[src/rtl/ecc_pkg.sv]
// Shared definitions for the multiplier arbitration slice: field width,
// arbiter state encoding and requester identifiers.
package ecc_pkg;

  localparam int unsigned N_FIELD = 233;

  typedef enum logic [1:0] {
    IDLE,
    ISSUE,
    WAIT,
    RESP
  } state_t;

  typedef logic req_id_t;

  // The requester that is not `id`; used to rotate priority after a response.
  function automatic req_id_t other_req(input req_id_t id);
    return ~id;
  endfunction

endpackage

[src/rtl/mul_fault_arbiter_if.sv]
// Bus bundle between the arbiter, its two requesters and the shared
// fault-detecting multiplier. The master view is the arbiter; the slave
// view is the surrounding environment (requesters plus multiplier).
interface mul_fault_arbiter_if
  import ecc_pkg::*;
#(
  parameter int unsigned N = N_FIELD
);

  logic         REQ0_VALID;
  logic         REQ1_VALID;
  logic [N-1:0] REQ0_A;
  logic [N-1:0] REQ0_B;
  logic [N-1:0] REQ1_A;
  logic [N-1:0] REQ1_B;
  logic         REQ0_READY;
  logic         REQ1_READY;

  logic         RSP0_VALID;
  logic         RSP1_VALID;
  logic [N-1:0] RSP_DOUT;
  logic         RSP_FAULT;

  logic         MUL_IN_VALID;
  logic [N-1:0] MUL_A;
  logic [N-1:0] MUL_B;
  logic [N-1:0] MUL_DOUT;
  logic         MUL_OUT_VALID;
  logic         MUL_ERROR;

  modport master (
    input  REQ0_VALID, REQ1_VALID, REQ0_A, REQ0_B, REQ1_A, REQ1_B,
    output REQ0_READY, REQ1_READY,
    output RSP0_VALID, RSP1_VALID, RSP_DOUT, RSP_FAULT,
    output MUL_IN_VALID, MUL_A, MUL_B,
    input  MUL_DOUT, MUL_OUT_VALID, MUL_ERROR
  );

  modport slave (
    output REQ0_VALID, REQ1_VALID, REQ0_A, REQ0_B, REQ1_A, REQ1_B,
    input  REQ0_READY, REQ1_READY,
    input  RSP0_VALID, RSP1_VALID, RSP_DOUT, RSP_FAULT,
    input  MUL_IN_VALID, MUL_A, MUL_B,
    output MUL_DOUT, MUL_OUT_VALID, MUL_ERROR
  );

endinterface

[src/rtl/mul_fault_arbiter_rr_arb2.sv]
// Two-input round-robin grant: a lone valid requester always wins, and on
// contention the priority pointer picks the winner. Grant is one-hot or zero.
module rr_arb2
  import ecc_pkg::*;
(
  input  logic [1:0] valid_i,
  input  req_id_t    prio_i,
  output logic [1:0] gnt_o
);

  // Grant follows the valid pair unless both are set, then priority decides.
  always_comb begin
    gnt_o = valid_i;
    if (valid_i == 2'b11) begin
      gnt_o = (prio_i == 1'b1) ? 2'b10 : 2'b01;
    end
  end

endmodule

[src/rtl/mul_fault_arbiter.sv]
// Shares one fault-detecting GF(2^N) multiplier between two requesters.
// Round-robin grant, one multiplication in flight, bounded re-issue on
// multiplier ERROR, and a watchdog that abandons a silent multiplier.
// Build option: define MUL_FAULT_RETRY_EN to enable re-issue on ERROR;
// without it the first multiplier response is always final.
module mul_fault_arbiter
  import ecc_pkg::*;
#(
  parameter int unsigned N         = N_FIELD,
  parameter int unsigned MAX_RETRY = 2,
  parameter int unsigned TIMEOUT   = 1023
) (
  input logic                 CLK,
  input logic                 RST_N,
  mul_fault_arbiter_if.master bus
);

  localparam int unsigned CW = $clog2(TIMEOUT + 1);

  state_t       state_q;
  req_id_t      prio_q;
  req_id_t      owner_q;
  logic [N-1:0] a_q;
  logic [N-1:0] b_q;
  logic [N-1:0] rsp_dout_q;
  logic         rsp_fault_q;
  logic         rsp0_valid_q;
  logic         rsp1_valid_q;
  logic         mul_in_valid_q;
  logic [CW-1:0] tmo_q;
  logic [CW-1:0] tmo_d;

  logic [1:0]   gnt;
  logic         accept;
  logic         retry_ok;
  logic         retry_take;
  logic         timeout_hit;

  rr_arb2 u_arb (
    .valid_i ({bus.REQ1_VALID, bus.REQ0_VALID}),
    .prio_i  (prio_q),
    .gnt_o   (gnt)
  );

  assign bus.REQ0_READY   = (state_q == IDLE) && gnt[0];
  assign bus.REQ1_READY   = (state_q == IDLE) && gnt[1];
  assign bus.RSP0_VALID   = rsp0_valid_q;
  assign bus.RSP1_VALID   = rsp1_valid_q;
  assign bus.RSP_DOUT     = rsp_dout_q;
  assign bus.RSP_FAULT    = rsp_fault_q;
  assign bus.MUL_IN_VALID = mul_in_valid_q;
  assign bus.MUL_A        = a_q;
  assign bus.MUL_B        = b_q;

  assign accept      = (state_q == IDLE) && (gnt != 2'b00);
  assign tmo_d       = tmo_q + CW'(1);
  // Fires on the WAIT cycle whose increment would reach TIMEOUT, so WAIT
  // lasts at most TIMEOUT cycles.
  assign timeout_hit = (tmo_d == CW'(TIMEOUT));
  assign retry_take  = (state_q == WAIT) && bus.MUL_OUT_VALID && bus.MUL_ERROR && retry_ok;

`ifdef MUL_FAULT_RETRY_EN
  localparam int unsigned RW = (MAX_RETRY > 0) ? $clog2(MAX_RETRY + 1) : 1;

  logic [RW-1:0] retry_q;

  assign retry_ok = (retry_q < RW'(MAX_RETRY));

  // Re-issue counter: cleared per accepted request, bumped on each re-issue.
  always_ff @(posedge CLK or negedge RST_N) begin
    if (!RST_N) begin
      retry_q <= '0;
    end else if (accept) begin
      retry_q <= '0;
    end else if (retry_take) begin
      retry_q <= retry_q + RW'(1);
    end
  end
`else
  // MAX_RETRY stays in the parameter list for drop-in compatibility; this
  // build never re-issues.
  assign retry_ok = 1'b0 & (MAX_RETRY > 0);
`endif

  // Arbiter FSM with registered multiplier and response outputs.
  always_ff @(posedge CLK or negedge RST_N) begin
    if (!RST_N) begin
      state_q        <= IDLE;
      prio_q         <= 1'b0;
      owner_q        <= 1'b0;
      a_q            <= '0;
      b_q            <= '0;
      rsp_dout_q     <= '0;
      rsp_fault_q    <= 1'b0;
      rsp0_valid_q   <= 1'b0;
      rsp1_valid_q   <= 1'b0;
      mul_in_valid_q <= 1'b0;
      tmo_q          <= '0;
    end else begin
      mul_in_valid_q <= 1'b0;
      rsp0_valid_q   <= 1'b0;
      rsp1_valid_q   <= 1'b0;
      case (state_q)
        IDLE: begin
          if (accept) begin
            a_q            <= gnt[1] ? bus.REQ1_A : bus.REQ0_A;
            b_q            <= gnt[1] ? bus.REQ1_B : bus.REQ0_B;
            owner_q        <= gnt[1];
            tmo_q          <= '0;
            mul_in_valid_q <= 1'b1;
            state_q        <= ISSUE;
          end
        end
        ISSUE: begin
          state_q <= WAIT;
        end
        WAIT: begin
          // A response on the timeout cycle takes precedence over the watchdog.
          if (bus.MUL_OUT_VALID) begin
            if (retry_take) begin
              tmo_q          <= '0;
              mul_in_valid_q <= 1'b1;
              state_q        <= ISSUE;
            end else begin
              rsp_dout_q   <= bus.MUL_DOUT;
              rsp_fault_q  <= bus.MUL_ERROR;
              rsp0_valid_q <= (owner_q == 1'b0);
              rsp1_valid_q <= (owner_q == 1'b1);
              state_q      <= RESP;
            end
          end else if (timeout_hit) begin
            rsp_dout_q   <= '0;
            rsp_fault_q  <= 1'b1;
            rsp0_valid_q <= (owner_q == 1'b0);
            rsp1_valid_q <= (owner_q == 1'b1);
            state_q      <= RESP;
          end else begin
            tmo_q <= tmo_d;
          end
        end
        RESP: begin
          prio_q  <= other_req(owner_q);
          state_q <= IDLE;
        end
        default: begin
          state_q <= IDLE;
        end
      endcase
    end
  end

endmodule
[src/flat_wrapper.sv]
// flat-port wrapper written by rule: the top's interface ports become plain ports
module mul_fault_arbiter_flat import ecc_pkg::*;
#(
  parameter int unsigned N         = N_FIELD,
  parameter int unsigned MAX_RETRY = 2,
  parameter int unsigned TIMEOUT   = 1023
)
  (CLK, RST_N, bus_REQ0_VALID, bus_REQ1_VALID, bus_REQ0_A, bus_REQ0_B, bus_REQ1_A, bus_REQ1_B, bus_REQ0_READY, bus_REQ1_READY, bus_RSP0_VALID, bus_RSP1_VALID, bus_RSP_DOUT, bus_RSP_FAULT, bus_MUL_IN_VALID, bus_MUL_A, bus_MUL_B, bus_MUL_DOUT, bus_MUL_OUT_VALID, bus_MUL_ERROR);
  mul_fault_arbiter_if #(.N(N)) bus_i ();
  input logic CLK;
  input logic RST_N;
  input wire logic [$bits(bus_i.REQ0_VALID)-1:0] bus_REQ0_VALID;
  input wire logic [$bits(bus_i.REQ1_VALID)-1:0] bus_REQ1_VALID;
  input wire logic [$bits(bus_i.REQ0_A)-1:0] bus_REQ0_A;
  input wire logic [$bits(bus_i.REQ0_B)-1:0] bus_REQ0_B;
  input wire logic [$bits(bus_i.REQ1_A)-1:0] bus_REQ1_A;
  input wire logic [$bits(bus_i.REQ1_B)-1:0] bus_REQ1_B;
  output wire logic [$bits(bus_i.REQ0_READY)-1:0] bus_REQ0_READY;
  output wire logic [$bits(bus_i.REQ1_READY)-1:0] bus_REQ1_READY;
  output wire logic [$bits(bus_i.RSP0_VALID)-1:0] bus_RSP0_VALID;
  output wire logic [$bits(bus_i.RSP1_VALID)-1:0] bus_RSP1_VALID;
  output wire logic [$bits(bus_i.RSP_DOUT)-1:0] bus_RSP_DOUT;
  output wire logic [$bits(bus_i.RSP_FAULT)-1:0] bus_RSP_FAULT;
  output wire logic [$bits(bus_i.MUL_IN_VALID)-1:0] bus_MUL_IN_VALID;
  output wire logic [$bits(bus_i.MUL_A)-1:0] bus_MUL_A;
  output wire logic [$bits(bus_i.MUL_B)-1:0] bus_MUL_B;
  input wire logic [$bits(bus_i.MUL_DOUT)-1:0] bus_MUL_DOUT;
  input wire logic [$bits(bus_i.MUL_OUT_VALID)-1:0] bus_MUL_OUT_VALID;
  input wire logic [$bits(bus_i.MUL_ERROR)-1:0] bus_MUL_ERROR;
  assign bus_i.REQ0_VALID = bus_REQ0_VALID;
  assign bus_i.REQ1_VALID = bus_REQ1_VALID;
  assign bus_i.REQ0_A = bus_REQ0_A;
  assign bus_i.REQ0_B = bus_REQ0_B;
  assign bus_i.REQ1_A = bus_REQ1_A;
  assign bus_i.REQ1_B = bus_REQ1_B;
  assign bus_REQ0_READY = bus_i.REQ0_READY;
  assign bus_REQ1_READY = bus_i.REQ1_READY;
  assign bus_RSP0_VALID = bus_i.RSP0_VALID;
  assign bus_RSP1_VALID = bus_i.RSP1_VALID;
  assign bus_RSP_DOUT = bus_i.RSP_DOUT;
  assign bus_RSP_FAULT = bus_i.RSP_FAULT;
  assign bus_MUL_IN_VALID = bus_i.MUL_IN_VALID;
  assign bus_MUL_A = bus_i.MUL_A;
  assign bus_MUL_B = bus_i.MUL_B;
  assign bus_i.MUL_DOUT = bus_MUL_DOUT;
  assign bus_i.MUL_OUT_VALID = bus_MUL_OUT_VALID;
  assign bus_i.MUL_ERROR = bus_MUL_ERROR;
  mul_fault_arbiter #(.N(N), .MAX_RETRY(MAX_RETRY), .TIMEOUT(TIMEOUT)) u_core (.CLK(CLK), .RST_N(RST_N), .bus(bus_i));
endmodule
[config.mk]
export PLATFORM = sky130hd
export DESIGN_NAME = mul_fault_arbiter_flat
export DESIGN_NICKNAME = d
export VERILOG_FILES = /design/src/rtl/ecc_pkg.sv /design/src/rtl/mul_fault_arbiter_if.sv /design/src/rtl/mul_fault_arbiter_rr_arb2.sv /design/src/rtl/mul_fault_arbiter.sv /design/src/flat_wrapper.sv
export SDC_FILE = /design/constraint.sdc
export NUM_CORES = 1
export LEC_CHECK = 0
export ABC_AREA = 1
export CAP_MARGIN = 0
export CELL_PAD_IN_SITES_DETAIL_PLACEMENT = 1
export CELL_PAD_IN_SITES_GLOBAL_PLACEMENT = 1
export CORE_AREA = 2 2 722 724
export CTS_CLUSTER_DIAMETER = 120
export DETAILED_ROUTE_END_ITERATION = 6
export DIE_AREA = 0 0 724 726
export PLACE_DENSITY = 0.36
export SYNTH_ARGS = -nofsm -noshare
export SYNTH_HDL_FRONTEND = slang
export SYNTH_SLANG_ARGS = --single-unit
[constraint.sdc]
create_clock -name CLK -period 2.2 [get_ports CLK]
set_clock_uncertainty 0.15 [all_clocks]
set_input_delay 0.33 -clock CLK [delete_from_list [all_inputs] [get_ports CLK]]
set_output_delay 0.33 -clock CLK [all_outputs]
set_load 0.05 [all_outputs]
* Word level (Yosys, flattened, before mapping)
Index checks and enable logic that the tools add are counted.
** Operators by class
- Bitwise logic cells :: 1
- Reduce and logical (&&, ||, !) cells :: 11
- Equality and inequality tests :: 9
- Multiplexer cells :: 24
- Add/subtract/negate cells :: 1
** Operators with widths (count)
- $mux 233 :: 4
- $mux 10 :: 3
- $pmux 10 s2 :: 1
- $add 10x1->10 const B :: 1
- $eq 10x10->1 const B :: 1
- $mux 1 :: 10
- $mux 2 :: 5
- $pmux 2 s4 :: 1
- $eq 2x2->1 const B :: 3
- $reduce_and 2->1 :: 3
- $reduce_bool 2->1 :: 3
- $ne 2x2->1 const B :: 2
- $reduce_and 4->1 :: 1
- $logic_and 1x1->1 :: 3
- $ne 3x2->1 const B :: 1
- $eq 2x1->1 const B :: 1
- $logic_not 2->1 :: 1
- $ne 2x1->1 const B :: 1
- $not 1->1 :: 1
** Storage, ports and cells
- Register bits after elaboration :: 717
- Bits of input ports :: 1171

* Longest topological paths before layout
- Depth after elaboration :: 6
- Depth in mapped cells :: 15
- Gate-level depth less buffers :: 12

* Hierarchy
From an unflattened synthesis, not the netlist that was laid out.
** Unflattened totals
- Cell total of the unflattened synthesis :: 3687
- Area total of the unflattened synthesis :: 30569.3 um^2
** Modules (own cells, without submodules)
- mul_fault_arbiter :: times used 1, area each 30548.0 um^2, cells each 3682
- rr_arb2 :: times used 1, area each 21.3 um^2, cells each 5

* Least setup slack after synthesis
No wires, ideal clock.
- Kind :: register to output
- Start point :: register u_core.state_q[0]
- End point :: output bus_REQ0_READY
- Slack :: -138 ps
- Buffers on the path :: 0
- Cell stages (with the launch flop) :: 5
- Arrival time :: 1858 ps
- Cell sequence :: dfrtp_1 -> inv_1 -> ha_1 -> inv_1 -> a211oi_1
** Between the ends
- Cells in the longest elaborated chain, start to end :: 2
** Ends and longest elaborated chain
- from (decl) :: line mul_fault_arbiter.sv:20 : state_t state_q;
- from (signal assigned) :: line mul_fault_arbiter.sv:88 : state_q <= IDLE;
- from (signal assigned) :: line mul_fault_arbiter.sv:111 : state_q <= ISSUE;
- from (signal assigned) :: line mul_fault_arbiter.sv:115 : state_q <= WAIT;
- $logic_not 2->1 :: line mul_fault_arbiter.sv:45 : assign bus.REQ0_READY = (state_q == IDLE) && gnt[0];
- $logic_and 1x1->1 :: line mul_fault_arbiter.sv:45
- to (decl) :: line flat_wrapper.sv:18 : output wire logic [$bits(bus_i.REQ0_READY)-1:0] bus_REQ0_READY;
Every way passes these cells.

* Worst setup path in the final report
- Start point :: register u_core.tmo_q[1]
- End point :: register u_core.rsp_dout_q[169] (netlist: u_core.bus.RSP_DOUT[169])
** Between the ends
- Cells in the longest elaborated chain, start to end :: 4
** Ends and longest elaborated chain
- from (decl) :: line mul_fault_arbiter.sv:30 : logic [CW-1:0] tmo_q;
- from (signal assigned) :: line mul_fault_arbiter.sv:138 : tmo_q <= tmo_d;
- $add 10x1->10 :: line mul_fault_arbiter.sv:56 : assign tmo_d = tmo_q + CW'(1);
- $eq 10x10->1 :: line mul_fault_arbiter.sv:59 : assign timeout_hit = (tmo_d == CW'(TIMEOUT));
- $reduce_bool 2->1 (no source line)
- $reduce_and 2->1 (no source line)
- to (signal assigned) :: line mul_fault_arbiter.sv:125 : rsp_dout_q <= bus.MUL_DOUT;
- to (decl) :: line mul_fault_arbiter.sv:25 : logic [N-1:0] rsp_dout_q;
Every way passes these cells.
A chain may end at the register's enable or synchronous reset.

==> impl_results.md <==
* FMAX at 384.4 MHz
* Net Sw Frac at 54.61%
* Via density at 2.994
* Slowest stage delay, CP at 400 ps
* Period utilization at 118.2%
* Synthesized instance count at 3,689
* Worst EP required at 2840 ps
* Worst-path maximum fanout at 7
* Pre-antenna DRT Iters at 5
* RSZ-0062 raised after global routing: yes
* Per-cell routed wire length at 30.92 um
* Slew @ Worst Pin at 662.4 ps
* Global-route wire length before repair at 517,400 um
* Final net count at 7,889
* DP Cell Count at 12.57k
* Netlist Area Pre-Place at 0.03049 mm^2
* I/O pins at 1,876
* Synthesized Nets at 4,865
* Hold WC Path Type: input pin to flop
* Critical-path top delay cell: dfrtp_1
* Final slew viol count at 0
* Status: finished, violations left
* CTS tree: yes
* Setup WS post-layout at -401.3 ps
* Global route total overflow at 0
* GP Congestion at 0.9403
* Critical path launch point type: flop
* Largest net degree at the start of global routing at 69
* Die area at 0.5256 mm^2
* H-tree levels at 3
* Util after Layout at 14.58%
* Leakage power at 31.14 nW
* Area Growth Syn to Fin at 147.9%
* Row cnt at 265
* Vias at 41.45k
* CTS Buf Count at 117
* Detailed Place HPWL at 364,400 um
* Core Area at 0.5186 mm^2
* First DRT Iteration DRCs at 2,111
* PortBufs at 1,875
* Clock sink count at 717
* Chip Width at 724 um
* Synth cell types at 24
* Critical path, cell by cell: ha_4 > nand2_4 > inv_4 > buf_6 > nand3_2 > nand2_2 > nand2_2 > nor2_1 > nand2_1 > o21ai_2 > nand2_4 > buf_12 > clkbuf_16 > buf_16 > nand2_4 > nand2_2
* Power Total at 0.1136 W
* Initial antenna violation count at 303
* Hold WS at 94.01 ps
* Drt drc at 0
* Seq cells post-synth at 717
* Peak supply drop at 893.3 uV
* Final ANT Viol Nets at 0
* Clk pwr share at 17.3%
* Crit Path Class: flop to flop
* Latest clock arrival within the worst-skew pair at 860 ps
* Crit path time final at 2601 ps
* Setup_tns at -155,610 ps
* Layout Cells excl Fill at 13.85k
* Buffer levels on the longest clock path at 4
* Critical path arrival at 3240 ps
* Sequential share of the synthesized area at 58.84%
* Sw Pwr at 0.06206 W
* Failing checks: setup timing
* Initial Util at 5.880%
* Gr usage total at 15.24%
* Combinational group share of total power at 59.7%
* Relative slew slack at 55.84%
* Vias in the first global route at 44.75k
* Clock-pin slew on the worst setup and hold paths at 60 ps
* Flop pwr share at 23.0%
* Die Y at 726 um
* Crit end category: flop
* Max-cap violations at 0
* Final Setup Violations at 720
* Syn_area_per_cell at 8.266 um^2
* Syn. warnings at 0
* P_int at 0.05158 W
* Proportion of layout cells with a drive suffix above 1 at 25.21%
* FF-to-FF setup slack at -400 ps
* Total Wirelength at 428,200 um
* PD cells at 1503 mW/mm^2
* CTS root buffer: clkbuf_16
* Final hold viol count at 0
state kept, by name (all words and copies together) (netlist names):
name,flops
u_core.bus.RSP_DOUT,233
u_core.tmo_q,10
u_core.bus.RSP0_VALID,1
u_core.bus.MUL_A,233
u_core.bus.MUL_IN_VALID,1
u_core.bus.RSP1_VALID,1
u_core.owner_q,1
u_core.bus.RSP_FAULT,1
u_core.prio_q,1
u_core.state_q,2
u_core.bus.MUL_B,233
through the flow:
step / instance area, um^2 / setup WS (ps)
after floorplan: 30500 / 96.71
after global placement: 59250 / -940.8
after detailed placement: 59250 / -895.2
after CTS: 71930 / -564.6
after global routing: 75450 / -526.0
final: 75600 / -401.3
path summary, 6_finish.rpt:
| kind | start | endpoint | cells past startpoint |
|---|---|---|---|
| min in group asynchronous | RST_N | u_core.bus.RSP_DOUT[66] | 3 |
| hold reg to reg | u_core.bus.RSP_DOUT[121] | u_core.bus.RSP_DOUT[121] | 2 |
| setup reg to reg | u_core.tmo_q[1] | u_core.bus.RSP_DOUT[169] | 16 |
| setup / recovery | u_core.tmo_q[1] | u_core.bus.RSP_DOUT[169] | 16 |
| hold / removal | bus_REQ1_B[89] | u_core.bus.MUL_B[89] | 3 |
| max in group asynchronous | RST_N | u_core.bus.MUL_A[173] | 3 |
routing by layer:
| layer | up-vias | routed length [um] | track usage (%) | share of wire [%] |
|---|---|---|---|---|
| li1 | 18190 | - | - | - |
| met1 | 20810 | 168000 | 17.47 | 39 |
| met2 | 1679 | 210700 | 26.90 | 49 |
| met3 | 620 | 33240 | 4.953 | 7.8 |
| met4 | 158 | 15100 | 4.163 | 3.5 |
| met5 | - | 1062 | 0 | 0.25 |
power groups by stage:
stage               sequential (W)  clock [W]  combinational (W)
floorplan                   0.0449          0             0.0100
global route                0.0269     0.0209             0.0711
global placement            0.0256          0             0.0627
finish                      0.0262     0.0196             0.0678
detailed placement          0.0256          0             0.0629
CTS                         0.0255     0.0206             0.0642
Yosys cell counts, drive strengths merged:
cell type	instances	area share, %
nand2	1227	15
o21ai	936	15
dfrtp	717	59
nor2	490	6.0
clkbuf	229	2.8
buf	30	0.70
inv	21	0.26
nand3	13	0.21
nand4	10	0.21
ha	5	0.21
a21oi	4	0.078
a211oi	1	0.025
nand3b	1	0.025
nor3	1	0.016
o21bai	1	0.025
or2	1	0.021
xnor2	1	0.029
xor2	1	0.029
worst max-delay path, delay by kind of cell, from the launching register on:
kind,cells,cell delay (ps)
compound gates,1,210
fa+ha+maj,1,190
buf+inv,5,740
flops,1,400
simple gates,9,780
cell usage in the layout, fill, tap and decap left out, types with 18 or more instances in the layout:
cell type	synthesis	routed
clkdlybuf4s50_1	0	1169
nand2_1	1227	878
o21ai_0	908	876
dlygate4sd3_1	0	870
dfrtp_1	717	713
buf_4	0	700
nor2_1	488	482
nand2_2	0	219
clkbuf_16	0	151
clkdlybuf4s15_2	0	135
nand2_4	0	130
diode_2	0	102
buf_12	0	102
buf_2	15	96
o21ai_1	28	41
clkbuf_1	229	23
clkbuf_8	0	23
buf_6	11	21
buf_16	0	20
o21ai_2	0	18
cell families after synthesis:
kind of cell	count (synthesis)	share of synthesized area (%)
flops	717	58.84
fa+ha+maj	5	0.2052
simple gates	1743	21.63
buf+inv	280	3.779
xor+xnor	2	0.05745
compound gates	942	15.49
what timing repair did:
item / in CTS / in global routing
gates resized for setup: 961 / 634
endpoints found under the hold margin: 1248 / 0
pin swaps: 4 / 36
hold buffers: 870 / 0
setup buffers: 5 / 41
gates cloned: 7 / 43
endpoints found under the setup margin: 862 / 738
final cells by class:
type | count | area (um^2)
clock buffers | 164 | 3356
inverters | 21 | 125.1
clock inverters | 45 | 510.5
well taps | 6942 | 8686
flip-flops and latches | 717 | 17950
multi-input cells | 2692 | 13150
diodes | 102 | 255.2
fillers | 60840 | 443000
repair buffers | 3164 | 31570
(Power assumes the default switching activity.)
